File: src/rtl/spi_seq_pkg.sv
// rtl/spi_seq_pkg.sv - shared types for the SPI transaction sequencer
// FSM states, response status codes and the queued command record.
package spi_seq_pkg;

  localparam int SEQ_ADDR_W = 8;
  localparam int SEQ_DATA_W = 8;

  typedef enum logic [1:0] {
    IDLE,
    ISSUE,
    RESP
  } state_t;

  typedef enum logic [1:0] {
    ST_OK      = 2'b00,
    ST_ERROR   = 2'b01,
    ST_TIMEOUT = 2'b10
  } status_t;

  typedef struct packed {
    logic                  write;
    logic [SEQ_ADDR_W-1:0] addr;
    logic [SEQ_DATA_W-1:0] wdata;
  } spi_cmd_t;

endpackage

File: src/rtl/spi_cmd_fifo.sv
// rtl/spi_cmd_fifo.sv - synchronous command FIFO of spi_cmd_t
// Head entry is presented combinationally on rd_data; count is registered.
module spi_cmd_fifo
  import spi_seq_pkg::*;
#(
  parameter int DEPTH = 4
) (
  input  logic                       clk,
  input  logic                       rst,
  input  logic                       push,
  input  logic                       pop,
  input  spi_cmd_t                   wr_data,
  output spi_cmd_t                   rd_data,
  output logic                       full,
  output logic                       empty,
  output logic [$clog2(DEPTH+1)-1:0] count
);

  localparam int PW = $clog2(DEPTH);
  localparam int CW = $clog2(DEPTH+1);

  spi_cmd_t        mem [DEPTH];
  logic [PW-1:0]   wr_ptr;
  logic [PW-1:0]   rd_ptr;
  logic            do_push;
  logic            do_pop;

  assign full    = (count == CW'(DEPTH));
  assign empty   = (count == '0);
  assign do_push = push && !full;
  assign do_pop  = pop && !empty;
  assign rd_data = mem[rd_ptr];

  // Power-of-two depth lets the pointers wrap by natural overflow.
  always_ff @(posedge clk) begin
    if (rst) begin
      wr_ptr <= '0;
      rd_ptr <= '0;
      count  <= '0;
    end else begin
      if (do_push) begin
        mem[wr_ptr] <= wr_data;
        wr_ptr      <= wr_ptr + 1'b1;
      end
      if (do_pop) begin
        rd_ptr <= rd_ptr + 1'b1;
      end
      case ({do_push, do_pop})
        2'b10:   count <= count + 1'b1;
        2'b01:   count <= count - 1'b1;
        default: count <= count;
      endcase
    end
  end

endmodule

File: src/rtl/spi_txn_sequencer.sv
// rtl/spi_txn_sequencer.sv - queues host commands and sequences them to the SPI controller
// One command in flight at a time, with done/error/timeout folded into an in-order response.
module spi_txn_sequencer
  import spi_seq_pkg::*;
#(
  parameter int DEPTH   = 4,
  parameter int TIMEOUT = 1024,
  parameter int ADDR_W  = SEQ_ADDR_W,
  parameter int DATA_W  = SEQ_DATA_W
) (
  input  logic                       clk,
  input  logic                       rst,
  input  logic                       cmd_valid,
  output logic                       cmd_ready,
  input  logic                       cmd_write,
  input  logic [ADDR_W-1:0]          cmd_addr,
  input  logic [DATA_W-1:0]          cmd_wdata,
  output logic                       rsp_valid,
  input  logic                       rsp_ready,
  output logic                       rsp_write,
  output logic [ADDR_W-1:0]          rsp_addr,
  output logic [DATA_W-1:0]          rsp_rdata,
  output logic [1:0]                 rsp_status,
  output logic                       ctl_req,
  output logic                       ctl_write_en,
  output logic [ADDR_W-1:0]          ctl_addr,
  output logic [DATA_W-1:0]          ctl_data_in,
  input  logic                       ctl_done,
  input  logic                       ctl_error,
  input  logic [DATA_W-1:0]          ctl_data_out,
  output logic                       busy,
  output logic [$clog2(DEPTH+1)-1:0] fifo_count
);

  localparam int TW = $clog2(TIMEOUT+1);

  state_t         state;
  spi_cmd_t       txn;
  spi_cmd_t       head;
  spi_cmd_t       incoming;
  logic [TW-1:0]  timer;
  logic           push;
  logic           pop;
  logic           full;
  logic           empty;

  assign cmd_ready = !rst && !full;
  assign push      = cmd_valid && cmd_ready;
  assign pop       = (state == IDLE) && !empty;
  assign busy      = (state != IDLE) || !empty;

  assign incoming.write = cmd_write;
  assign incoming.addr  = cmd_addr;
  assign incoming.wdata = cmd_wdata;

  assign ctl_write_en = txn.write;
  assign ctl_addr     = txn.addr;
  assign ctl_data_in  = txn.wdata;

  spi_cmd_fifo #(.DEPTH(DEPTH)) u_fifo (
    .clk     (clk),
    .rst     (rst),
    .push    (push),
    .pop     (pop),
    .wr_data (incoming),
    .rd_data (head),
    .full    (full),
    .empty   (empty),
    .count   (fifo_count)
  );

  // ctl_req is registered, so it rises one cycle into ISSUE; done on the
  // final timeout cycle takes priority over the timeout.
  always_ff @(posedge clk) begin
    if (rst) begin
      state      <= IDLE;
      txn        <= '0;
      timer      <= '0;
      ctl_req    <= 1'b0;
      rsp_valid  <= 1'b0;
      rsp_write  <= 1'b0;
      rsp_addr   <= '0;
      rsp_rdata  <= '0;
      rsp_status <= ST_OK;
    end else begin
      case (state)
        IDLE: begin
          if (!empty) begin
            txn   <= head;
            timer <= '0;
            state <= ISSUE;
          end
        end
        ISSUE: begin
          if (ctl_done) begin
            ctl_req    <= 1'b0;
            rsp_valid  <= 1'b1;
            rsp_write  <= txn.write;
            rsp_addr   <= txn.addr;
            rsp_status <= ctl_error ? ST_ERROR : ST_OK;
            rsp_rdata  <= (!txn.write && !ctl_error) ? ctl_data_out : '0;
            state      <= RESP;
          end else if (timer == TW'(TIMEOUT-1)) begin
            ctl_req    <= 1'b0;
            rsp_valid  <= 1'b1;
            rsp_write  <= txn.write;
            rsp_addr   <= txn.addr;
            rsp_status <= ST_TIMEOUT;
            rsp_rdata  <= '0;
            state      <= RESP;
          end else begin
            ctl_req <= 1'b1;
            timer   <= timer + 1'b1;
          end
        end
        RESP: begin
          if (rsp_ready) begin
            rsp_valid  <= 1'b0;
            rsp_write  <= 1'b0;
            rsp_addr   <= '0;
            rsp_rdata  <= '0;
            rsp_status <= ST_OK;
            timer      <= '0;
            state      <= IDLE;
          end
        end
        default: state <= IDLE;
      endcase
    end
  end

endmodule
File: config.mk
export PLATFORM = sky130hd
export DESIGN_NAME = spi_txn_sequencer
export DESIGN_NICKNAME = d
export VERILOG_FILES = /design/src/rtl/spi_seq_pkg.sv /design/src/rtl/spi_cmd_fifo.sv /design/src/rtl/spi_txn_sequencer.sv
export SDC_FILE = /design/constraint.sdc
export NUM_CORES = 1
export LEC_CHECK = 0
export CAP_MARGIN = 30
export CORE_ASPECT_RATIO = 1.4
export CORE_MARGIN = 5
export CORE_UTILIZATION = 40
export CTS_BUF_LIST = sky130_fd_sc_hd__clkbuf_2 sky130_fd_sc_hd__clkbuf_4 sky130_fd_sc_hd__clkbuf_8
export DETAILED_ROUTE_END_ITERATION = 8
export GPL_ROUTABILITY_DRIVEN = 0
export PLACE_DENSITY = 0.68
export SLEW_MARGIN = 10
export SYNTH_ARGS = -nofsm -noshare
export SYNTH_HDL_FRONTEND = slang
export SYNTH_SLANG_ARGS = --single-unit
File: constraint.sdc
create_clock -name clk -period 3 [get_ports clk]
set_input_delay 0.45 -clock clk [delete_from_list [all_inputs] [get_ports clk]]
set_output_delay 0.45 -clock clk [all_outputs]
set_load 0.03 [all_outputs]
# Word-level counts from Yosys, hierarchy flattened
# Memory sizes are Yosys's and may differ from the RTL's. A register that Yosys moved wholly into a read port is not among the register bits.
# Index checks and enable logic that the tools add are counted.
# totals
regBits	41
latchBits	0
ram_bits	68
romBits	0
output_inout_bits	43
word_cells	85
mem_count	1
# memory_table
name	depth	width	rd	rd_ports_with_merged_regs	wr	line	rtl
u_fifo.mem	4	17	1	1	1	spi_cmd_fifo.sv:22	spi_cmd_t mem [DEPTH];
# op_classes
add_sub_neg	5
multipliers	0
div	0
order_cmp	0
n_eq_ne	11
n_shift	0
n_mux	34
n_bitwise	1
reduce_logical	22
# ops
cell	n
2-to-1 mux 8 bit	6
2-to-1 mux 11 bit	4
case mux 11 bit (3 select lines)	1
case mux 8 bit (2 select lines)	2
adder 11 x 1 -> 11 bit, second input constant	1
== test 11 x 10 -> 1 bit, second input constant	1
2-to-1 mux 1 bit	11
2-to-1 mux 2 bit	5
!= test 2 bit, second input constant	4
logical AND 1 bit	6
case mux 2 bit (3 select lines)	1
case mux 3 bit (2 select lines)	1
AND reduction 3 bit	2
nonzero test 2 bit	3
logical NOT 1 bit	5
AND reduction 5 bit	1
adder 2 x 1 -> 2 bit, second input constant	2
== test 2 x 1 -> 1 bit, second input constant	2
== test 2 bit, second input constant	2
case mux 1 bit (2 select lines)	2
case mux 2 bit (2 select lines)	1
adder 3 x 1 -> 3 bit, second input constant	1
== test 3 bit, second input constant	1
logical NOT 3 bit	1
other kinds (7)	7

# Depth between registers and ports, before layout
# Gate-level depths: netlist of run 1.
# depth
ltp_word	8
depth_mapped	10
mapped_depth_nobuf	9

# By module
# From an unflattened synthesis of run 1, not the netlist that was laid out.
# hier_totals
hier_cells	397
area_unflattened_um2	5084.9
# by_module_without_submodules
module	n_inst	cells_per_inst	area_per_inst_um2
spi_cmd_fifo	1	143	2979.1
spi_txn_sequencer	1	254	2105.8

# Least setup slack after synthesis of run 1
# No wires, ideal clock.
# synth_path
path_kind	reg2reg
startpoint	register u_fifo.count[0]
endpoint	register u_fifo.count[2]
t_arrival_ps	2433
path_slack_ps	496
path_stages_with_launch	11
cell_sequence	dfxtp_1 -> or3_1 -> nand2_1 -> inv_2 -> buf_2 -> ha_1 -> inv_1 -> fa_1 -> xor2_1 -> or3_1 -> a21oi_1
# synth_between
elab_cells_between_ends	15
# synth_lines
element	line	rtl
from (decl)	spi_cmd_fifo.sv:16	output logic [$clog2(DEPTH+1)-1:0] count
from (signal assigned)	spi_cmd_fifo.sv:49	2'b10: count <= count + 1'b1;
from (signal assigned)	spi_cmd_fifo.sv:50	2'b01: count <= count - 1'b1;
from (signal assigned)	spi_cmd_fifo.sv:51	default: count <= count;
logical NOT 3 bit (*)	spi_cmd_fifo.sv:29	assign empty = (count == '0);
logical NOT 1 bit (*)	spi_txn_sequencer.sv:49	assign pop = (state == IDLE) && !empty;
logical AND 1 bit (*)	spi_txn_sequencer.sv:49	
named net pop	spi_txn_sequencer.sv:43	logic pop;
logical AND 1 bit (*)	spi_cmd_fifo.sv:31	assign do_pop = pop && !empty;
== test 2 x 1 -> 1 bit / == test 2 bit (equally long branches)	spi_cmd_fifo.sv:48	case ({do_push, do_pop})
case mux 3 bit (2 select lines) / nonzero test 2 bit (equally long branches)	-	
# The timed path passes the listed nets; every way through them passes the cells marked *.
# A chain may end at the register's enable or synchronous reset.

# Worst setup path in the final report of run 1
# layout_path
startpoint	register state[1]
endpoint	register u_fifo.count[2]
# layout_between
elab_chain_cells	5
elab_cells_between_ends	7
# layout_lines
element	line	rtl
from (decl)	spi_txn_sequencer.sv:37	state_t state;
from (signal assigned)	spi_txn_sequencer.sv:76	state <= IDLE;
from (signal assigned)	spi_txn_sequencer.sv:91	state <= ISSUE;
from (signal assigned)	spi_txn_sequencer.sv:102	state <= RESP;
logical NOT 2 bit (*)	spi_txn_sequencer.sv:49	
logical AND 1 bit (*)	spi_txn_sequencer.sv:49	
logical AND 1 bit (*)	spi_cmd_fifo.sv:31	
== test 2 x 1 -> 1 bit / == test 2 bit (equally long branches)	spi_cmd_fifo.sv:48	
case mux 3 bit (2 select lines) / nonzero test 2 bit (equally long branches)	-	
# Mark *: on every way between the ends. The rest lies on a longest branch, timed or not.

==> flow_metrics.env, run 1 <==
export IMPL_status="finished, final reports clean"
export IMPL_grt_pass1_vias=3410
export IMPL_start_util=0.405
export IMPL_worstHoldPathType="in2reg"
export IMPL_clkTransAtPathRegs_ns=0.07
export IMPL_fin_area_sq_um=6240
export IMPL_gr_total_overflow=0
export IMPL_nets=495
export IMPL_max_freq_mhz=411
export IMPL_syn_nets=415
export IMPL_synth_edf_count=68
export IMPL_hold_viol=0
export IMPL_period_minus_slack_ns=2.44
export IMPL_cts_tree="done"
export IMPL_skew_ns=0.0148
export IMPL_h_tree_depth=4
export IMPL_finalHoldWorstSlack_ns=0.337
export IMPL_clkLatencyLatePin_ns=0.43
export IMPL_crit_required_ns=3.35
export IMPL_avgSynthCellArea_sq_um=13.2
export IMPL_relSlewSlack=0.361
export IMPL_post_drt_wl_per_cell_um=16.7
export IMPL_yosysSeqAreaShare=0.646
export IMPL_cts_hold_buffers=0
export IMPL_critPathLaunchType="flop"
export IMPL_rsz0062_at_grt="false"
export IMPL_cts_buffers_inserted=17
export IMPL_max_vdd_ir_drop_mv=0.299
export IMPL_swShare=0.328
export IMPL_drive_gt1_frac=0.145
export IMPL_fin_crit_sh=0.812
export IMPL_cts_resized_gates=0
export IMPL_core_area_sq_um=12300
export IMPL_drc=0
export IMPL_synth_distinct_cells=55
export IMPL_area_growth_pct=25.9
export IMPL_cp_arrival_ns=2.79
export IMPL_power_leakage_nw=2.06
export IMPL_grt_max_degree=40
export IMPL_drv_cap=0
export IMPL_synth_top_area_cell="edfxtp_1"
export IMPL_pre_cts_ws_ns=0.510
export IMPL_viasPerCell=5.26
export IMPL_grt_total_usage=0.147
export IMPL_synth_top_area_share=0.412
export IMPL_wirelength_um=10300
export IMPL_root_buffer="clkbuf_8"
export IMPL_first_pass_iters=5
export IMPL_setup_viol=0
export IMPL_postPlaceCellArea_sq_um=5840
export IMPL_antenna_found_initial=0
export IMPL_ys_ff_latch=126
export IMPL_die_height_um=142
export IMPL_rows=48
export IMPL_async_flop_share=0
export IMPL_p_clk_frac=0.283
export IMPL_worst_setup_path_type="reg2reg"
export IMPL_pwr_density_cell_nw_per_um2=827
export IMPL_grt_pass1_wl_um=17300
export IMPL_fin_ws_ns=0.565
export IMPL_tightest_slew_ns=0.958
export IMPL_n_fill_cell=1108
export IMPL_boundaryPins=74
export IMPL_synth_main_ff_cell="edfxtp_1"
export IMPL_chipWidth_um=104
export IMPL_vias=3262
export IMPL_power_share_combinational=0.302
export IMPL_synth_area_sq_um=4960
export IMPL_slowest_stage="dfxtp_1"
export IMPL_netlist_instances=377
export IMPL_dieArea_sq_um=14800
export IMPL_max_stage_delay_ns=0.40
export IMPL_crit_chain="nor2_1, nand2_1, inv_2, ha_1, inv_1, fa_1, xor2_1, or3_1, a21oi_1"
export IMPL_postRouteAntennaNets=0
export IMPL_ff_latch_area_sq_um=3200
export IMPL_dp_final_hpwl_um=7150
export IMPL_multi_input_area_sq_um=1610
export IMPL_drt_iter0_drc=112
export IMPL_drv_slew=0
export IMPL_cp_max_fo=19
export IMPL_clock_sinks=126
export IMPL_power_share_sequential=0.415
export IMPL_ys_warn_count=0
export IMPL_clk_path_buf_depth=2
export IMPL_portBuffers=73
export IMPL_n_antenna_cell=0
export IMPL_cp_end_kind="flop"
export IMPL_cts_setup_buffers=0
export IMPL_power_switching_mw=1.69
export IMPL_setup_tns_ns=0
export IMPL_synth_area_top_cells="edfxtp_1 41%, dfxtp_1 23%, mux4_2 7.7%"
export IMPL_p_int_mw=3.47
[layout by cell type (no fill, tap or decap), types with 2 or more instances in the layout]
master,Yosys,routed
clkbuf_8,0,17
or3_1,4,4
nand2_1,55,55
a211oi_1,3,3
dfxtp_1,58,58
nand2b_1,2,2
o211ai_1,12,12
nand4b_1,3,3
xnor2_1,2,2
o31ai_1,2,2
a21oi_1,36,36
and2_1,4,4
xor2_1,3,3
and4_1,4,4
clkdlybuf4s50_1,0,72
mux4_2,17,17
edfxtp_1,68,68
clkbuf_4,0,2
nand3_1,11,11
nor3_1,2,2
a22o_1,8,8
a31oi_1,2,2
nor2_1,9,9
nand3b_1,2,2
clkinvlp_4,0,4
o21ai_0,5,5
inv_1,10,10
clkinv_1,1,2
clkinv_2,0,5
ha_1,6,6
buf_4,1,10
a311oi_1,2,2
bufinv_16,0,3
[area by class of cell]
cell class / count / share of cell area
inverters: 12 / 0.00722
clock inverters: 13 / 0.0239
flip-flops and latches: 126 / 0.513
clock buffers: 19 / 0.0399
multi-input cells: 217 / 0.258
repair buffers: 83 / 0.128
well taps: 150 / 0.0301
[state kept, by name (all words and copies together) (netlist names)]
| name | cells |
|---|---|
| ctl_addr | 8 |
| ctl_data_in | 8 |
| ctl_req | 1 |
| ctl_write_en | 1 |
| rsp_addr | 8 |
| rsp_rdata | 8 |
| rsp_status | 2 |
| rsp_valid | 1 |
| rsp_write | 1 |
| state | 2 |
| timer | 11 |
| u_fifo.count | 3 |
| u_fifo.mem | 68 |
| u_fifo.rd_ptr | 2 |
| u_fifo.wr_ptr | 2 |
[synth_stat cells, types with 4 or more instances]
library cell and count:
o211ai_1 12, ha_1 6, mux4_2 17, and2_1 4, buf_2 7, a22o_1 8, nand3_1 11, nor2_1 9
inv_1 10, dfxtp_1 58, a21oi_1 36, or3_1 4, edfxtp_1 68, o21ai_0 5, and4_1 4, nand2_1 55
clkbuf_1 10
[per-stage QoR]
step            util  instances  total power [mW]
5_1_grt        0.509        620              5.44
6_report       0.509        620              5.16
3_3_place_gp   0.477        588              3.71
2_1_floorplan      -        377              3.19
3_5_place_dp   0.477        588              3.76
4_1_cts        0.509        620              5.22
[worst max-delay path: cells and delay by family, from the launching register on]
family / cells / cell delay (ns)
xor+xnor: 1 / 0.16
compound gates: 1 / 0.14
buf+inv: 2 / 0.38
fa+ha+maj: 2 / 0.65
flops: 1 / 0.40
simple gates: 3 / 0.63
[power groups by stage]
stage	Clock, mW	Combinational (mW)	Sequential, mW
2_1_floorplan	0	0.836	2.36
4_1_cts	1.49	1.59	2.14
5_1_grt	1.58	1.70	2.17
6_report	1.46	1.56	2.14
3_3_place_gp	0	1.54	2.17
3_5_place_dp	0	1.57	2.18
[worst paths after layout]
path,from,slack (ns),cells after the start,end
max,state[1],0.56,9,u_fifo.count[2]
min,rst,0.34,2,ctl_data_in[6]
max reg2reg,state[1],0.56,9,u_fifo.count[2]
min reg2reg,timer[10],0.44,2,timer[10]
[logic make-up after synthesis]
family | count (synthesis) | synth area share
AND/OR/NAND/NOR | 105 | 0.106
XOR/XNOR | 5 | 0.00883
AO/OA/AOI/OAI | 82 | 0.111
flip-flops | 126 | 0.646
buffers and inverters | 34 | 0.0298
multiplexers | 18 | 0.0792
adder cells (fa/ha/maj) | 7 | 0.0192
[metal layers]
layer / wire length, um / track usage
met1: 4190 / 0.162
met2: 5660 / 0.265
met3: 449 / 0.0428
met4: 48 / 0.0580
met5: 0 / 0
Note: power is estimated with default switching activity, not from simulation.
==> inputs of run 2 (changes only) <==
PLACE_DENSITY = 0.7   (was 0.68)
clock period = 2.15 ns   (was 3 ns; I/O delays follow)
==> run 2 against run 1 <==
  * Cell count increased by 2.1%
  * Combinational power increased by 50%
  * Clock-buffer cell count is 1 lower
  * Utilization is 1.6 points higher
  * Largest cell class unchanged
==> flow_metrics.env, run 2 (synthesized netlist as in run 1, its figures left out) <==
export IMPL_status="finished, final reports clean"
export IMPL_power_leakage_nw=2.16
export IMPL_worst_setup_path_type="reg2out"
export IMPL_clk_path_buf_depth=2
export IMPL_p_clk_frac=0.271
export IMPL_cts_tree="done"
export IMPL_ff2ff_path_depth=9
export IMPL_cp_arrival_ns=1.69
export IMPL_root_buffer="clkbuf_8"
export IMPL_crit_start="u_fifo.count[0]"
export IMPL_fin_area_sq_um=6440
export IMPL_power_share_combinational=0.321
export IMPL_antenna_found_initial=0
export IMPL_cp_end_kind="output port"
export IMPL_cts_setup_buffers=0
export IMPL_die_height_um=142
export IMPL_drive_gt1_frac=0.188
export IMPL_period_minus_slack_ns=2.01
export IMPL_dp_cells=601
export IMPL_power_share_sequential=0.408
export IMPL_biggestRegsByFlops="u_fifo.mem: 68 flops, timer: 11 flops"
export IMPL_crit_chain="nor2_4, a21oi_1, clkdlybuf4s50_1"
export IMPL_nets=508
export IMPL_setup_tns_ns=0
export IMPL_grt_pass1_wl_um=17400
export IMPL_regMostFlops="u_fifo.mem"
export IMPL_crit_family="buffers and inverters"
export IMPL_postPlaceCellArea_sq_um=6020
export IMPL_reg2reg_from="u_fifo.count[0]"
export IMPL_first_pass_iters=4
export IMPL_drc=0
export IMPL_slowest_stage="clkdlybuf4s50_1"
export IMPL_clkTransAtPathRegs_ns=0.08
export IMPL_max_freq_mhz=498
export IMPL_clkLatencyLatePin_ns=0.42
export IMPL_grt_total_usage=0.148
export IMPL_cts_hold_buffers=0
export IMPL_finalHoldWorstSlack_ns=0.383
export IMPL_start_util=0.405
export IMPL_grt_max_degree=30
export IMPL_crit_required_ns=1.83
export IMPL_chipWidth_um=104
export IMPL_final_cells=633
export IMPL_drt_iter0_drc=164
export IMPL_vias=3304
export IMPL_n_antenna_cell=0
export IMPL_hold_viol=0
export IMPL_critPathCapture="cmd_ready"
export IMPL_clock_sinks=126
export IMPL_gr_total_overflow=0
export IMPL_wirelength_um=10400
export IMPL_r2r_end="u_fifo.count[2]"
export IMPL_drv_slew=0
export IMPL_fin_crit_sh=0.934
export IMPL_critPathLaunchType="flop"
export IMPL_path_buf_inv=1
export IMPL_p_int_mw=4.79
export IMPL_portBuffers=73
export IMPL_boundaryPins=74
export IMPL_post_drt_wl_per_cell_um=16.5
export IMPL_cts_buffers_inserted=17
export IMPL_utilization=0.526
export IMPL_r2r_slack_ns=0.16
export IMPL_max_vdd_ir_drop_mv=0.431
export IMPL_worstHoldPathType="in2reg"
export IMPL_worst_path_stages=3
export IMPL_swShare=0.343
export IMPL_final_cell_mix="71 x clkdlybuf4s50_1, 68 x edfxtp_1, 55 x dfxtp_1"
export IMPL_h_tree_depth=4
export IMPL_viasPerCell=5.22
export IMPL_max_stage_delay_ns=0.68
export IMPL_grt_pass1_vias=3459
export IMPL_dieArea_sq_um=14800
export IMPL_power_switching_mw=2.50
export IMPL_skew_ns=0.0120
export IMPL_largest_reg_flops=68
export IMPL_area_growth_pct=29.9
export IMPL_core_area_sq_um=12300
export IMPL_rows=48
export IMPL_postRouteAntennaNets=0
export IMPL_tightest_slew_ns=0.421
export IMPL_dp_final_hpwl_um=7290
export IMPL_relSlewSlack=0.719
export IMPL_drv_cap=0
export IMPL_pwr_density_cell_nw_per_um2=1130
export IMPL_setup_viol=0
export IMPL_cp_max_fo=6
export IMPL_min_delay_start="rst"
export IMPL_final_common_cell="clkdlybuf4s50_1"
## run 2: worst min path at each step
stage	to	slack [ns]	cells after the start
CTS	rsp_addr[6]	0.33	3
finish	state[1]	0.38	3
global route	rsp_valid	0.38	3
global placement	timer[10]	0.42	2
detailed placement	timer[10]	0.42	2
floorplan	timer[10]	0.41	2
## run 2: repair_timing
action,CTS,global route
endpoints found under the setup margin,0,8
resized for setup,0,6
endpoints found under the hold margin,0,0
## run 2: layer usage
metal / track usage / up-vias / share of wire
met5: 0 / - / 0
met4: 0.0587 / 0 / 0.012
met3: 0.0464 / 8 / 0.050
met2: 0.262 / 99 / 0.54
met1: 0.166 / 1592 / 0.40
li1: - / 1605 / -
## run 2: final cells by class
cell class	count	area [sq um]
fillers	1047	5810
flip-flops and latches	126	3210
multi-input cells	217	1640
repair buffers	96	951
clock buffers	18	248
well taps	150	188
clock inverters	14	149
inverters	12	47.5
## run 2: per-stage QoR
stage / setup slack, ns / power (mW)
6_report: 0.142 / 7.30
5_1_grt: -0.00825 / 7.73
4_1_cts: 0.00856 / 7.38
3_5_place_dp: -0.217 / 5.39
3_3_place_gp: -0.00819 / 5.34
2_1_floorplan: 0.0175 / 4.52
## run 2: power groups by stage
stage | Combinational (mW) | Sequential [mW] | Clock [mW]
2_1_floorplan | 1.22 | 3.31 | 0
3_3_place_gp | 2.32 | 3.01 | 0
3_5_place_dp | 2.37 | 3.03 | 0
4_1_cts | 2.37 | 2.97 | 2.03
5_1_grt | 2.55 | 3.01 | 2.16
6_report | 2.34 | 2.98 | 1.98
## run 2: worst register-to-register path, cell delays in order (launching register included)
cell	delay, ns
dfxtp_4	0.38
nor2_4	0.13
a211oi_2	0.10
inv_1	0.08
ha_1	0.18
inv_1	0.06
fa_1	0.38
xor2_1	0.16
or3_1	0.30
a21oi_1	0.14
